[src/rtl/mem_seq_pkg.sv]
// mem_seq_pkg: shared state encoding and decode helpers for the M-stage memory sequencer.
package mem_seq_pkg;

    typedef enum logic [1:0] {IDLE, REQ, WAIT, DONE} mem_seq_state_t;

    localparam logic [1:0] LOAD_SRC = 2'b01;

    function automatic logic is_access(input logic [1:0] result_src, input logic mem_write);
        return mem_write | (result_src == LOAD_SRC);
    endfunction

endpackage

[src/rtl/mem_seq_timeout_ctr.sv]
// mem_seq_timeout_ctr: cycle counter with clear/enable; hit flags the TIMEOUT-th enabled cycle.
module mem_seq_timeout_ctr #(
    parameter int TIMEOUT = 15
) (
    input  logic clk,
    input  logic reset,
    input  logic clr,
    input  logic en,
    output logic hit
);

    logic [7:0] cnt;

    // hit fires in the cycle whose count brings the total to TIMEOUT
    assign hit = en && (cnt >= 8'(TIMEOUT - 1));

    always_ff @(posedge clk or posedge reset) begin
        if (reset)
            cnt <= '0;
        else if (clr)
            cnt <= '0;
        else if (en && cnt != 8'hFF)
            cnt <= cnt + 8'd1;
    end

endmodule

[src/rtl/mem_access_sequencer.sv]
// mem_access_sequencer: sequences M-stage loads/stores over a req/gnt/rvalid bus,
// stalling the pipeline until completion and aborting silent accesses after TIMEOUT cycles.
module mem_access_sequencer
    import mem_seq_pkg::*;
#(
    parameter int ADDR_W  = 32,
    parameter int DATA_W  = 32,
    parameter int TIMEOUT = 15
) (
    input  logic              clk,
    input  logic              reset,
    input  logic [1:0]        ResultSrc_M,
    input  logic              MemWrite_M,
    input  logic [ADDR_W-1:0] ALUResult_M,
    input  logic [DATA_W-1:0] WriteData_M,
    output logic              mem_req,
    output logic              mem_we,
    output logic [ADDR_W-1:0] mem_addr,
    output logic [DATA_W-1:0] mem_wdata,
    input  logic              mem_gnt,
    input  logic              mem_rvalid,
    input  logic [DATA_W-1:0] mem_rdata,
    output logic [DATA_W-1:0] ReadData_M,
    output logic              MemStall_M,
    output logic              MemFault_M
);

    mem_seq_state_t state;
    logic access, hit;

    assign access     = is_access(ResultSrc_M, MemWrite_M);
    assign MemStall_M = access & (state != DONE);

    mem_seq_timeout_ctr #(.TIMEOUT(TIMEOUT)) u_timeout (
        .clk   (clk),
        .reset (reset),
        .clr   (state == IDLE && access),
        .en    (state == REQ || state == WAIT),
        .hit   (hit)
    );

    always_ff @(posedge clk or posedge reset) begin
        if (reset) begin
            state      <= IDLE;
            mem_req    <= 1'b0;
            mem_we     <= 1'b0;
            mem_addr   <= '0;
            mem_wdata  <= '0;
            ReadData_M <= '0;
            MemFault_M <= 1'b0;
        end else begin
            unique case (state)
                IDLE: begin
                    MemFault_M <= 1'b0;
                    if (access) begin
                        state     <= REQ;
                        mem_req   <= 1'b1;
                        mem_we    <= MemWrite_M;
                        mem_addr  <= ALUResult_M;
                        mem_wdata <= WriteData_M;
                    end
                end
                REQ: begin
                    // a grant (or same-cycle read data) beats a coincident timeout
                    if (mem_gnt && (mem_we || mem_rvalid)) begin
                        state   <= DONE;
                        mem_req <= 1'b0;
                        if (!mem_we)
                            ReadData_M <= mem_rdata;
                    end else if (mem_gnt) begin
                        state   <= WAIT;
                        mem_req <= 1'b0;
                    end else if (hit) begin
                        state      <= DONE;
                        mem_req    <= 1'b0;
                        ReadData_M <= '0;
                        MemFault_M <= 1'b1;
                    end
                end
                WAIT: begin
                    if (mem_rvalid) begin
                        state      <= DONE;
                        ReadData_M <= mem_rdata;
                    end else if (hit) begin
                        state      <= DONE;
                        ReadData_M <= '0;
                        MemFault_M <= 1'b1;
                    end
                end
                DONE: begin
                    state      <= IDLE;
                    MemFault_M <= 1'b0;
                end
                default: state <= IDLE;
            endcase
        end
    end

endmodule
[config.mk]
export PLATFORM = sky130hd
export DESIGN_NAME = mem_access_sequencer
export DESIGN_NICKNAME = d
export VERILOG_FILES = /design/src/rtl/mem_seq_pkg.sv /design/src/rtl/mem_seq_timeout_ctr.sv /design/src/rtl/mem_access_sequencer.sv
export SDC_FILE = /design/constraint.sdc
export NUM_CORES = 1
export LEC_CHECK = 0
export BUFFER_PORTS_ARGS = -buffer_cell sky130_fd_sc_hd__clkbuf_2
export CAP_MARGIN = 15
export CORE_ASPECT_RATIO = 0.9
export CORE_MARGIN = 2
export CORE_UTILIZATION = 30
export CTS_CLUSTER_DIAMETER = 30
export DETAILED_ROUTE_END_ITERATION = 10
export MAX_ROUTING_LAYER = met4
export PLACE_DENSITY = 0.52
export SETUP_SLACK_MARGIN = 0.1
export SLEW_MARGIN = 20
export SYNTH_ARGS = -nofsm -noshare
export SYNTH_HDL_FRONTEND = slang
export SYNTH_SLANG_ARGS = --single-unit
[constraint.sdc]
create_clock -name clk -period 5.5 [get_ports clk]
set_input_delay 1.1 -clock clk [delete_from_list [all_inputs] [get_ports clk]]
set_output_delay 1.1 -clock clk [all_outputs]
set_load 0.02 [all_outputs]
==> summary.txt <==
STA
  – Final hold vios: 0
  – Clock period minus worst slack: 2.93 ns
  – Clk_skew: 0.00642 ns
  – Count of final setup violators: 0
  – Pins Over Slew Limit: 0
  – Setup TNS: 0 ns
  – Final Cycle Share: 53.2%
  – Slew @ Worst Pin: 0.872 ns
  – Slew headroom: 41.9%
  – RSZ-0062 raised after global routing: false
  – Max Clock Freq: 342 MHz

Clock tree
  – Clk_lat worst skew: 0.34 ns
  – Htree depth: 3
  – Cts bufs inserted: 9
  – CTS tree: built
  – Reg clk slew, reported paths: 0.07 ns
  – Clock Tree Buf Depth: 2
  – Buffers inserted by post-CTS timing repair: 0
  – Count of hold-fix buffers inserted at cts: 0
  – Root buf cell: clkbuf_16
  – Clock Sink Count: 109
  – PostCTS Resize Cnt: 0

Power and ir drop
  – Switching Share: 38.5%
  – Cell area power density: 654 nW/um^2
  – Pwr Total: 3.89 mW
  – Worst vdd ir: 283 uV
  – Clk pwr share: 19.0%
  – Leak: 2.96 nW
  – Comb pwr share: 44.8%
  – Seq pwr share: 36.1%
  – Int Power: 2.39 mW
  – P_sw: 1.50 mW

Setup path
  – Reg2Reg Depth: 5
  – Cell Chain, Critical Path: clkbuf_2 -> nor2b_1 -> nor2_1 -> nor2_1 -> clkbuf_2
  – CP peak stage delay: 0.29 ns
  – WP data arrival: 1.83 ns
  – Worst EP required: 4.40 ns
  – Setup crit start kind: input pin
  – R2r setup slk: 3.38 ns
  – Kind of critical path: input pin to primary output
  – FF-to-FF End: mem_addr[1]$_DFFE_PP0P_
  – Reg2reg start: state[0]$_DFFE_PP0P_
  – Crit. End Element: primary output
  – CP max FO: 3
  – Critical-path top delay cell: nor2b_1

Die
  – Placeable Area: 14200 sq um
  – Row cnt: 41
  – Die footprint: 15600 sq um
  – Die X: 132 um
  – Die Y: 119 um
  – I/O pin count: 203
  – Initial Util: 31.0%

Detailed routing
  – Drt first pass iters: 4
  – DRT iter0 DRCs: 90
  – Detail Route Antenna Nets: 0
  – Final WL: 9990 um
  – Via count: 3148
  – Avg Vias per Cell: 4.48
  – WL/cell: 14.2 um
  – DRC: 0

Placement
  – IO buf count: 202
  – Final Wtd Congestion: 0.740
  – Final HPWL DP: 7160 um
  – DP Area: 5590 sq um

Final layout
  – Most frequent cells in the layout: 202 x clkbuf_2, 109 x dfrtp_1, 64 x mux2_2
  – Nets@finish: 615
  – Share of cells above drive strength 1: 62.5%
  – Design area: 5940 sq um
  – Synth-to-Final Area Change: 35.4%
  – Fillers: 1368
  – Ant diodes: 0
  – Commonest non-fill, non-tap cell in the layout: clkbuf_2

Yosys
  – Post-synth EDFFs: 0
  – Synth warn: 0
  – Ys async rst share: 100%
  – Post-synth net total: 414
  – Post-synthesis sequential area ratio: 62.1%
  – Mapped Area: 4390 sq um
  – Synthesized flop and latch total: 109
  – Avg Cell Area, Syn: 14.5 sq um
  – Post-synth cell types: 36
  – Ys flop type: dfrtp_1
  – Gate Count Post-Synth: 303

Global routing
  – Global-route wire length before repair: 16700 um
  – Grt ovf: 0
  – Vias in the first global route: 3352
  – Pin count of the biggest net entering global routing: 70
  – Initial antenna violation count: 0
  – Total GRT Usage: 13.6%

Worst hold path
  – Hold Startpoint: mem_addr[23]$_DFFE_PP0P_
  – Worst hold endpoint: mem_addr[23]$_DFFE_PP0P_
  – Hold depth: 1
  – Hold crit path type: flop to flop

Flow run
  – Max Cap Violations: 0

Status
  – Status: finished clean
[worst max path at each step]
stage	startpoint	endpoint	slack, ns	cells past startpoint
after floorplan	reset	MemFault_M$_DFFE_PP0P_	1.53	1
after global routing	ResultSrc_M[0]	MemStall_M	2.50	5
final	ResultSrc_M[0]	MemStall_M	2.57	5
after detailed placement	ResultSrc_M[0]	MemStall_M	2.57	5
after CTS	ResultSrc_M[0]	MemStall_M	2.57	5
after global placement	ResultSrc_M[0]	MemStall_M	2.60	5
[final cells by class]
class / count / area (sq um) / share of cell area (%)
Clock buffer: 10 / 239 / 4.02
Clock inverter: 6 / 110 / 1.85
Inverter: 9 / 36.3 / 0.611
Multi-Input combinational cell: 170 / 1560 / 26.2
Sequential cell: 109 / 2730 / 45.9
Tap cell: 193 / 241 / 4.06
Timing Repair Buffer: 205 / 1030 / 17.4
[registers in the layout, summed over array words and instances, names as in the netlist]
signal,flops
ReadData_M,32
u_timeout.cnt,8
mem_addr,32
mem_req,1
mem_wdata,32
state,2
mem_we,1
MemFault_M,1
[critical path, delay by kind of cell]
kind          cells  cell delay, ns
buf+inv           2            0.24
simple gates      3            0.49
[kinds of logic (layout without fill, tap and decap cells)]
group / Yosys count / count (layout) / synth area share, %
XOR/XNOR: 5 / 5 / 0.997
flip-flops: 109 / 109 / 62.1
AO/OA/AOI/OAI: 58 / 58 / 11.5
multiplexers: 64 / 64 / 16.4
AND/OR/NAND/NOR: 35 / 35 / 3.93
buffers and inverters: 24 / 230 / 2.76
adder cells (fa/ha/maj): 8 / 8 / 2.28
[synthesized netlist by cell type, types with 2 or more instances]
library cell / count / share of area, %
buf_2: 7 / 0.80
mux2_2: 64 / 16
clkbuf_1: 5 / 0.43
nor2b_1: 4 / 0.57
ha_1: 8 / 2.3
a21oi_1: 5 / 0.57
a211oi_1: 6 / 1.0
o21ai_0: 3 / 0.34
a22o_2: 24 / 5.5
nor2_1: 12 / 1.0
buf_6: 3 / 0.77
xnor2_1: 5 / 1.0
inv_1: 9 / 0.77
nand2_1: 10 / 0.86
nor3b_1: 2 / 0.34
a22o_1: 8 / 1.6
dfrtp_1: 109 / 62
[power groups by stage]
stage | Clock [mW] | Sequential, mW | Combinational [mW]
after floorplan | 0 | 1.83 | 0.777
after global placement | 0 | 1.40 | 1.74
after detailed placement | 0 | 1.41 | 1.78
after CTS | 0.765 | 1.40 | 1.77
after global routing | 0.800 | 1.46 | 1.89
final | 0.740 | 1.40 | 1.74
[routing by layer]
layer,track usage (%),part of all wire [%]
met4,5.64,1.7
met1,17.0,45
met2,21.1,46
met3,3.78,7.4
met5,-,0
[per-stage QoR]
step                      instances  util, %  hold slack, ns  setup slack (ns)
after CTS                       702     42.0           0.508              2.57
after floorplan                 303        -           0.510              1.53
final                           702     42.0           0.506              2.57
after global routing            702     42.0           0.515              2.50
after global placement          686     39.5           0.486              2.60
after detailed placement        686     39.5           0.491              2.57
(Power assumes the default switching activity.)
